$ cat config.mk
export PLATFORM = sky130hd
export DESIGN_NAME = rx_fifo_credit
export DESIGN_NICKNAME = d
export VERILOG_FILES = /design/src/rtl/spw_pkg.sv /design/src/rtl/spw_fifo_mem.sv /design/src/rtl/rx_fifo_credit.sv
export SDC_FILE = /design/constraint.sdc
export NUM_CORES = 1
export LEC_CHECK = 0
export BUFFER_PORTS_ARGS = -buffer_cell sky130_fd_sc_hd__buf_4
export CORE_MARGIN = 8
export CORE_UTILIZATION = 39
export CTS_BUF_LIST = sky130_fd_sc_hd__clkbuf_2
export DETAILED_ROUTE_END_ITERATION = 6
export PLACE_DENSITY_LB_ADDON = 0.3
export SYNTH_ARGS = -nofsm -noshare
export SYNTH_HDL_FRONTEND = slang
export SYNTH_SLANG_ARGS = --single-unit
$ cat constraint.sdc
create_clock -name pclk -period 8.6 [get_ports pclk]
set_input_delay 0.86 -clock pclk [delete_from_list [all_inputs] [get_ports pclk]]
set_output_delay 0.86 -clock pclk [all_outputs]
set_load 0.02 [all_outputs]
$ cat src/rtl/spw_pkg.sv
// Constants shared by the SpaceWire receive path: buffer sizing, the
// flow-control credit step and ceiling, and the control-character codes.
package spw_pkg;

  localparam int SPW_DEPTH       = 64;
  localparam int SPW_CREDIT_STEP = 8;
  localparam int SPW_MAX_CREDIT  = 56;

  localparam logic [8:0] SPW_EOP = 9'h100;
  localparam logic [8:0] SPW_EEP = 9'h101;

  function automatic int min_int(input int a, input int b);
    return (a < b) ? a : b;
  endfunction

endpackage

$ cat src/rtl/spw_fifo_mem.sv
// Dual-port character storage with a registered read port; only the read
// register is reset, the array keeps its contents.
module spw_fifo_mem #(
  parameter  int DEPTH = 64,
  parameter  int WIDTH = 9,
  localparam int AW    = $clog2(DEPTH)
) (
  input  logic             pclk,
  input  logic             resetn,
  input  logic             we,
  input  logic [AW-1:0]    waddr,
  input  logic [WIDTH-1:0] wdata,
  input  logic             re,
  input  logic [AW-1:0]    raddr,
  output logic [WIDTH-1:0] rdata
);

  logic [WIDTH-1:0] mem [DEPTH];
  logic [WIDTH-1:0] rdata_q;
  logic [WIDTH-1:0] rdata_d;

  always_ff @(posedge pclk) begin
    if (we) mem[waddr] <= wdata;
  end

  always_comb begin
    rdata_d = rdata_q;
    if (re) rdata_d = mem[raddr];
  end

  always_ff @(posedge pclk or negedge resetn) begin
    if (!resetn) rdata_q <= '0;
    else         rdata_q <= rdata_d;
  end

  assign rdata = rdata_q;

endmodule

$ cat src/rtl/rx_fifo_credit.sv
// Receive FIFO with SpaceWire FCT credit accounting: tracks credit held by the
// remote end and requests an FCT only when the buffer can absorb it.
module rx_fifo_credit
  import spw_pkg::*;
#(
  parameter  int DEPTH       = SPW_DEPTH,
  parameter  int CREDIT_STEP = SPW_CREDIT_STEP,
  parameter  int MAX_CREDIT  = SPW_MAX_CREDIT,
  localparam int AW          = $clog2(DEPTH)
) (
  input  logic          pclk,
  input  logic          resetn,
  input  logic          link_run,
  input  logic          rx_buffer_write,
  input  logic [8:0]    rx_data_flag,
  input  logic          rd_en,
  output logic [8:0]    rd_data,
  output logic          empty,
  output logic          full,
  output logic [AW:0]   count,
  output logic [5:0]    credit_count,
  output logic          fct_req,
  input  logic          fct_ack,
  output logic          credit_error
);

  logic [AW-1:0] wr_ptr_q, wr_ptr_d;
  logic [AW-1:0] rd_ptr_q, rd_ptr_d;
  logic [AW:0]   count_q, count_d;
  logic          empty_q, empty_d;
  logic          full_q, full_d;
  logic [5:0]    credit_q, credit_d;
  logic          fct_req_q, fct_req_d;
  logic          err_q, err_d;

  logic wr_accept, rd_accept, ack_accept, credit_dec;
  int   need, room;

  always_comb begin
    wr_accept  = link_run & rx_buffer_write & ~full_q;
    rd_accept  = rd_en & ~empty_q;
    ack_accept = fct_ack & fct_req_q;
    credit_dec = wr_accept & (credit_q != 6'd0);

    wr_ptr_d = wr_ptr_q;
    rd_ptr_d = rd_ptr_q;
    if (wr_accept) wr_ptr_d = wr_ptr_q + AW'(1);
    if (rd_accept) rd_ptr_d = rd_ptr_q + AW'(1);

    count_d  = count_q + {{AW{1'b0}}, wr_accept} - {{AW{1'b0}}, rd_accept};
    credit_d = credit_q - {5'd0, credit_dec} + (ack_accept ? 6'(CREDIT_STEP) : 6'd0);
    err_d    = err_q | (link_run & rx_buffer_write & ((credit_q == 6'd0) | full_q));

    // Link down discards everything, including any read in the same cycle.
    if (!link_run) begin
      wr_ptr_d = '0;
      rd_ptr_d = '0;
      count_d  = '0;
      credit_d = '0;
      err_d    = 1'b0;
    end

    empty_d = (count_d == '0);
    full_d  = (count_d == (AW+1)'(DEPTH));

    // Judged on post-update values so a granted FCT never outruns free space.
    need      = int'(credit_d) + CREDIT_STEP;
    room      = min_int(MAX_CREDIT, DEPTH - int'(count_d));
    fct_req_d = link_run & (need <= room);
  end

  always_ff @(posedge pclk or negedge resetn) begin
    if (!resetn) begin
      wr_ptr_q  <= '0;
      rd_ptr_q  <= '0;
      count_q   <= '0;
      empty_q   <= 1'b1;
      full_q    <= 1'b0;
      credit_q  <= '0;
      fct_req_q <= 1'b0;
      err_q     <= 1'b0;
    end else begin
      wr_ptr_q  <= wr_ptr_d;
      rd_ptr_q  <= rd_ptr_d;
      count_q   <= count_d;
      empty_q   <= empty_d;
      full_q    <= full_d;
      credit_q  <= credit_d;
      fct_req_q <= fct_req_d;
      err_q     <= err_d;
    end
  end

  spw_fifo_mem #(.DEPTH(DEPTH), .WIDTH(9)) u_mem (
    .pclk   (pclk),
    .resetn (resetn),
    .we     (wr_accept),
    .waddr  (wr_ptr_q),
    .wdata  (rx_data_flag),
    .re     (rd_accept),
    .raddr  (rd_ptr_q),
    .rdata  (rd_data)
  );

  assign empty        = empty_q;
  assign full         = full_q;
  assign count        = count_q;
  assign credit_count = credit_q;
  assign fct_req      = fct_req_q;
  assign credit_error = err_q;

endmodule
## Word level (Yosys, flattened, before mapping)

Memory sizes are Yosys's and may differ from the RTL's. A register that Yosys moved wholly into a read port is not among the register bits.
Index checks and enable logic that the tools add are counted.

| word-level totals | value |
|---|---|
| register bits | 29 |
| memory bits (writable) | 576 |
| bits of input ports | 15 |
| output and inout port bits | 26 |
| word-level logic and storage cells | 48 |
| memories kept | 1 |

| cells by class | value |
|---|---|
| $add $sub $neg | 8 |
| order comparisons | 2 |
| eq/ne operators | 3 |
| multiplexer cells | 11 |
| bitwise gates (word level) | 11 |
| reductions and logical operators | 4 |

Memory list:

| memory | words | width | read ports | clocked after Yosys merged registers in | wr ports | RTL line | text |
|---|---|---|---|---|---|---|---|
| u_mem.mem | 64 | 9 | 1 | 1 | 1 | spw_fifo_mem.sv:18 | `logic [WIDTH-1:0] mem [DEPTH];` |

Operator list:

| operator | count |
|---|---|
| <= comparator 8 x 32 -> 1 bit | 1 |
| 2-to-1 mux 32 bit | 1 |
| 2-to-1 mux 6 bit | 5 |
| adder 6 x 1 -> 6 bit, second input constant | 2 |
| less-than comparator 7 x 8 -> 1 bit, first input constant | 1 |
| subtractor 7 x 7 -> 8 bit, first input constant | 1 |
| adder 6 x 4 -> 7 bit, second input constant | 1 |
| adder 7 x 1 -> 7 bit | 1 |
| AND 1 bit | 7 |
| == test 7 bit, second input constant | 1 |
| logical NOT 7 bit | 1 |
| 2-to-1 mux 7 bit | 1 |
| subtractor 7 x 1 -> 7 bit | 1 |
| adder 6 x 4 -> 6 bit | 1 |
| logical NOT 6 bit | 1 |
| nonzero test 6 bit | 1 |
| subtractor 6 x 1 -> 6 bit | 1 |
| 2-to-1 mux 4 bit | 1 |
| != test 2 x 1 -> 1 bit, second input constant | 2 |
| 2-to-1 mux 1 bit | 3 |
| inverter 1 bit | 2 |
| bitwise OR 1 bit | 2 |
| logical NOT 1 bit | 1 |

## Longest topological paths before layout

| depth | value |
|---|---|
| word-level depth | 10 |
| gate-level depth with buffers | 23 |

## By module

A second synthesis with hierarchy kept.

| unflattened totals | value |
|---|---|
| cell total of the unflattened synthesis | 1,276 |
| area, all modules | 24,876.4 um2 |

Modules (own cells, without submodules):

| module | times used | cells an instance | area an instance (um2) | seq. area each (um2) |
|---|---|---|---|---|
| spw_fifo_mem | 1 | 1,041 | 22,768.1 | 17,521.8 |
| rx_fifo_credit | 1 | 235 | 2,108.3 | 726.9 |

## Least setup slack after synthesis

Ideal clock, no wire load.

| path | value |
|---|---|
| kind | in2reg |
| from | in link_run |
| to | reg fct_req_q (netlist: fct_req) |
| arrival time | 5.458 ns |
| data required time | 8.475 ns |
| path slack | 3.016 ns |
| cell stages on the path | 23 |
| path buffers | 3 |
| path through | buf_6 clkbuf_1 nand2_1 ha_1 inv_1 ha_1 fa_1 a21o_1 a211o_1 and3_2 clkbuf_1 or4_4 nor3_1 a21oi_1 ha_1 nand2b_1 ha_1 nor2b_1 o21a_1 o21a_1 o211ai_1 a21oi_1 a2111oi_0 |

| on the way | value |
|---|---|
| longest elaborated chain between the ends | 10 |
| elaborated cells between the ends (all ways) | 15 |

RTL lines:

| item | RTL line | text |
|---|---|---|
| start: declaration | rx_fifo_credit.sv:13 | `input logic link_run,` |
| AND 1 bit (2 in series) | rx_fifo_credit.sv:40 | `wr_accept = link_run & rx_buffer_write & ~full_q;` |
| adder 7 x 1 -> 7 bit | rx_fifo_credit.sv:50 | `count_d = count_q + {{AW{1'b0}}, wr_accept} - {{AW{1'b0}}, rd_accept};` |
| subtractor 7 x 1 -> 7 bit | rx_fifo_credit.sv:50 |  |
| 2-to-1 mux 7 bit (*) | rx_fifo_credit.sv:55 | `if (!link_run) begin` |
| via count_d[4] | rx_fifo_credit.sv:29 | `logic [AW:0] count_q, count_d;` |
| subtractor 7 x 7 -> 8 bit (*) | rx_fifo_credit.sv:68 | `room = min_int(MAX_CREDIT, DEPTH - int'(count_d));` |
| less-than comparator 7 x 8 -> 1 bit | spw_pkg.sv:13 | `return (a < b) ? a : b;` |
| 2-to-1 mux 32 bit (*) | spw_pkg.sv:13 |  |
| <= comparator 8 x 32 -> 1 bit (*) | rx_fifo_credit.sv:69 | `fct_req_d = link_run & (need <= room);` |
| AND 1 bit (*) | rx_fifo_credit.sv:69 |  |
| via fct_req_d | rx_fifo_credit.sv:33 | `logic fct_req_q, fct_req_d;` |
| end signal: assignment | rx_fifo_credit.sv:89 | `fct_req_q <= fct_req_d;` |
| end: declaration | rx_fifo_credit.sv:33 |  |

The timed path passes the listed nets; every way through them passes the cells marked *.
A chain may end at the register's enable or synchronous reset.

## Worst setup path after layout

| path | value |
|---|---|
| from | reg empty_q (netlist: empty) |
| to | reg fct_req_q (netlist: fct_req) |

| on the way | value |
|---|---|
| longest elaborated chain between the ends | 9 |

RTL lines:

| item | RTL line | text |
|---|---|---|
| start: declaration | rx_fifo_credit.sv:30 | `logic empty_q, empty_d;` |
| start signal: assignment | rx_fifo_credit.sv:86 | `empty_q <= empty_d;` |
| inverter 1 bit (*) | rx_fifo_credit.sv:41 | `rd_accept = rd_en & ~empty_q;` |
| AND 1 bit (*) | rx_fifo_credit.sv:41 |  |
| subtractor 7 x 1 -> 7 bit (*) | rx_fifo_credit.sv:50 |  |
| 2-to-1 mux 7 bit (*) | rx_fifo_credit.sv:55 |  |
| subtractor 7 x 7 -> 8 bit (*) | rx_fifo_credit.sv:68 |  |
| less-than comparator 7 x 8 -> 1 bit | spw_pkg.sv:13 |  |
| 2-to-1 mux 32 bit (*) | spw_pkg.sv:13 |  |
| <= comparator 8 x 32 -> 1 bit (*) | rx_fifo_credit.sv:69 |  |
| AND 1 bit (*) | rx_fifo_credit.sv:69 |  |
| via fct_req_d | rx_fifo_credit.sv:33 |  |

Marked as above.

==> qor.csv <==
stage,metric,value,unit
floorplanning,die_y,269,um
timing,tns,0,ns
worst_setup_path,path_buf_inv,2,
global_route,grt_pass1_vias,13266,
worst_setup_path,slowest_delay,0.71,ns
placement,post_dp_cell_area,25900,sq um
route,routed_wl,54.4,mm
placement,hpwl,31.9,mm
synth,synth_area_leader_cell,edfxtp_1,
pwr,p_leak,8.90,nW
global_route,grt_max_degree,65,
worst_setup_path,crit_type,flip-flop to flip-flop,
timing,fin_crit_sh,0.768,
floorplanning,io_pins,41,
timing,setup_viol_count_final,0,
clock_network,clk_path_buf_depth,3,
cells_and_area,utilization,0.434,
timing,slew_headroom,0.254,
timing,finalHoldViolCount,0,
placement,portBuffers,40,
timing,worst-slew-pin-transition,1.11,ns
floorplanning,core_area,63100,sq um
global_route,grt-ovfl-total,0,
flow_run,cap_viol_max_count,0,
synth,syn_nets,1443,
synth,synth_ff_type,edfxtp_1,
floorplanning,fp.dieW,269,um
worst_setup_path,crit_fanout,20,
route,firstDrtPassIters,5,
timing,maxSlewViolCount,0,
worst_setup_path,cp-start-kind,flip-flop,
clock_network,clk_pin_slew,0.12,ns
worst_setup_path,crit_slowest_cell,nand2b_1,
timing,fmax,151,MHz
timing,final.setup.worst_slack,2.00,ns
clock_network,tritoncts.num_buffers,149,
synth,synth_top_cell_area_share,0.695,
synth,synthDistinctLibCells,56,
synth,synth_area,24900,sq um
timing,rsz0062_at_grt,false,
floorplanning,row_count,92,
clock_network,htreeDepth,4,
worst_setup_path,path_cells,nand2b_1 -> inv_1 -> ha_1 -> inv_1 -> ha_1 -> fa_1 -> a21o_1 -> a211o_1 -> and3_2 -> or4_4 -> nor3_1 -> a21oi_1 -> ha_1 -> nand2b_1 -> ha_1 -> nor2b_1 -> o21a_1 -> o21a_1 -> o211ai_1 -> a21oi_1 -> a2111oi_0,
cells_and_area,final_nets,1575,
timing,hold_ws,0.183,ns
synth,yosysWarningCount,0,
route,ant_nets,0,
floorplanning,initial_utilization,0.395,
placement,routabilityCongestion,0.832,
status,status,"finished, final reports clean",
worst_setup_path,cp-end-kind,flip-flop,
placement,placed_cells,2219,
clock_network,cts_tree,built,
clock_network,cts-root-buf,clkbuf_2,
worst_setup_path,critPathTopFamily,simple AND/OR/NAND/NOR gates,
synth,synth_area_leaders,"edfxtp_1 (69%), mux4_2 (8.1%), mux2i_1 (5.5%), dfrtp_1 (3.7%), nor2_1 (1.6%)",
synth,synth_seq_area_share,0.733,
route,vias_per_cell,5.23,
route,routedWlPerCell,21.9,um
worst_setup_path,crit_required,9.70,ns
cells_and_area,drive_gt1_frac,0.233,
pwr,total_power,6.71,mW
pwr,powerDensity,245,nW/um^2
synth,synth-async-reset-ratio,0.0619,
global_route,track_usage,0.152,
timing,finClkSkew,0.0940,ns
clock_network,clock-sinks,614,
cells_and_area,design_area,27400,sq um
floorplanning,dieArea,72200,sq um
placement,pre_cts_ws,1.62,ns
clock_network,worst_skew_pair.late_latency,1.28,ns
worst_setup_path,crit_top_cell,ha_1,
synth,postSynthAreaPerCell,17.8,sq um
cells_and_area,layoutNonFillerInstCount,2483,
route,via_count,12974,
route,post-route-drc-count,0,
synth,syn_inst,1399,
synth,ys_seq_elements,614,
min_path,hp-class,input pin to flip-flop,
route,drtIter0Drc,900,
worst_setup_path,cp.arrival,7.70,ns
global_route,antenna_found_initial,1,
pwr,vdd_drop_max,0.125,mV
clock_network,postCtsSetupBuffers,0,
cells_and_area,area_delta_synth_final,9.84,%
synth,synth-edff-count,576,
timing,min_period,6.60,ns
global_route,grt_pass1_wl,81.4,mm
[kinds of logic (layout without fill, tap and decap cells)]
family                     after synthesis  in the layout  synth area share
and+or+nand+nor                        244            244            0.0463
adders and majority gates               29             29            0.0152
muxes                                  226            226             0.136
xor gates and xnor gates                18             18           0.00633
buffers and inverters                  105            342            0.0199
other                                    0              1                 0
AOI/OAI and AO/OA                      163            163            0.0432
DFF                                    614            614             0.733
[cell type report]
class,count,area (sq um)
Antenna cell,1,2.50
Timing Repair Buffer,56,448
Fill cell,5681,35700
Clock inverter,40,236
Clock buffer,216,1080
Multi-Input combinational cell,680,6150
Sequential cell,614,18300
Inverter,30,113
Tap cell,846,1060
[layer usage]
metal  up-vias  share of wire  GRT usage  routed length, um
li1       5893              -          -                  -
met1      6637           0.43      0.198              23500
met2       370           0.49      0.244              26600
met3        74          0.060     0.0443               3270
met4         0          0.019     0.0511               1020
met5         -              0          0                  0
[registers in the layout, indices dropped and copies added, names as in the netlist]
name,cells
credit_error,1
count,7
empty,1
credit_count,6
u_mem.rdata,9
rd_ptr_q,6
u_mem.mem,576
full,1
fct_req,1
wr_ptr_q,6
[report_power, final]
group          leakage (nW)  total (mW)  switching [mW]  internal [mW]
Sequential             5.66        3.41          0.0796           3.33
Clock                  1.02        1.88            1.12          0.757
Combinational          2.23        1.42           0.793          0.623
Total                  8.90        6.71            1.99           4.71
[Yosys cell counts (6+ instances only)]
cell	n
edfxtp_1	576
mux2i_1	136
nor2_1	107
mux4_2	90
nand2_1	41
dfrtp_1	37
a211oi_1	31
o21ai_0	31
nor3_1	30
inv_1	28
a21oi_1	27
a22oi_1	27
clkbuf_1	27
ha_1	27
buf_2	19
nor2b_1	18
o22ai_1	18
buf_4	13
buf_1	12
xor2_1	12
nand2b_1	9
o221ai_1	9
and2_1	6
xnor2_1	6
[layout by cell type (no fill, tap or decap), types with 12 or more instances in the layout]
cell	synthesis	routed
nand2_1	41	41
o21ai_0	31	31
nor3_1	30	30
clkinv_1	1	29
a22oi_1	27	27
a21oi_1	27	27
dfrtp_1	37	34
nor2_1	107	107
clkbuf_2	0	216
mux4_2	90	90
o22ai_1	18	18
xor2_1	12	12
buf_4	13	49
mux2i_1	136	136
edfxtp_1	576	576
inv_1	28	28
a211oi_1	31	31
ha_1	27	27
nor2b_1	18	18
[path summary, 6_finish.rpt]
| path | from | end | slack (ns) | depth (start not counted) |
|---|---|---|---|---|
| setup / recovery | empty | fct_req | 2.00 | 21 |
| hold / removal | rx_data_flag[8] | u_mem.mem[1][8] | 0.18 | 1 |
| setup reg to reg | empty | fct_req | 2.00 | 21 |
| hold reg to reg | credit_error | credit_error | 0.52 | 2 |
| max in group asynchronous | resetn | rd_ptr_q[1] | 7.72 | 4 |
| min in group asynchronous | resetn | empty | 0.62 | 3 |
[timing repair]
action,CTS,global route
hold buffers,7,0
gates resized for setup,0,0
hold endpoints to repair,55,0
No activity file was read; power rests on OpenSTA's default activity.
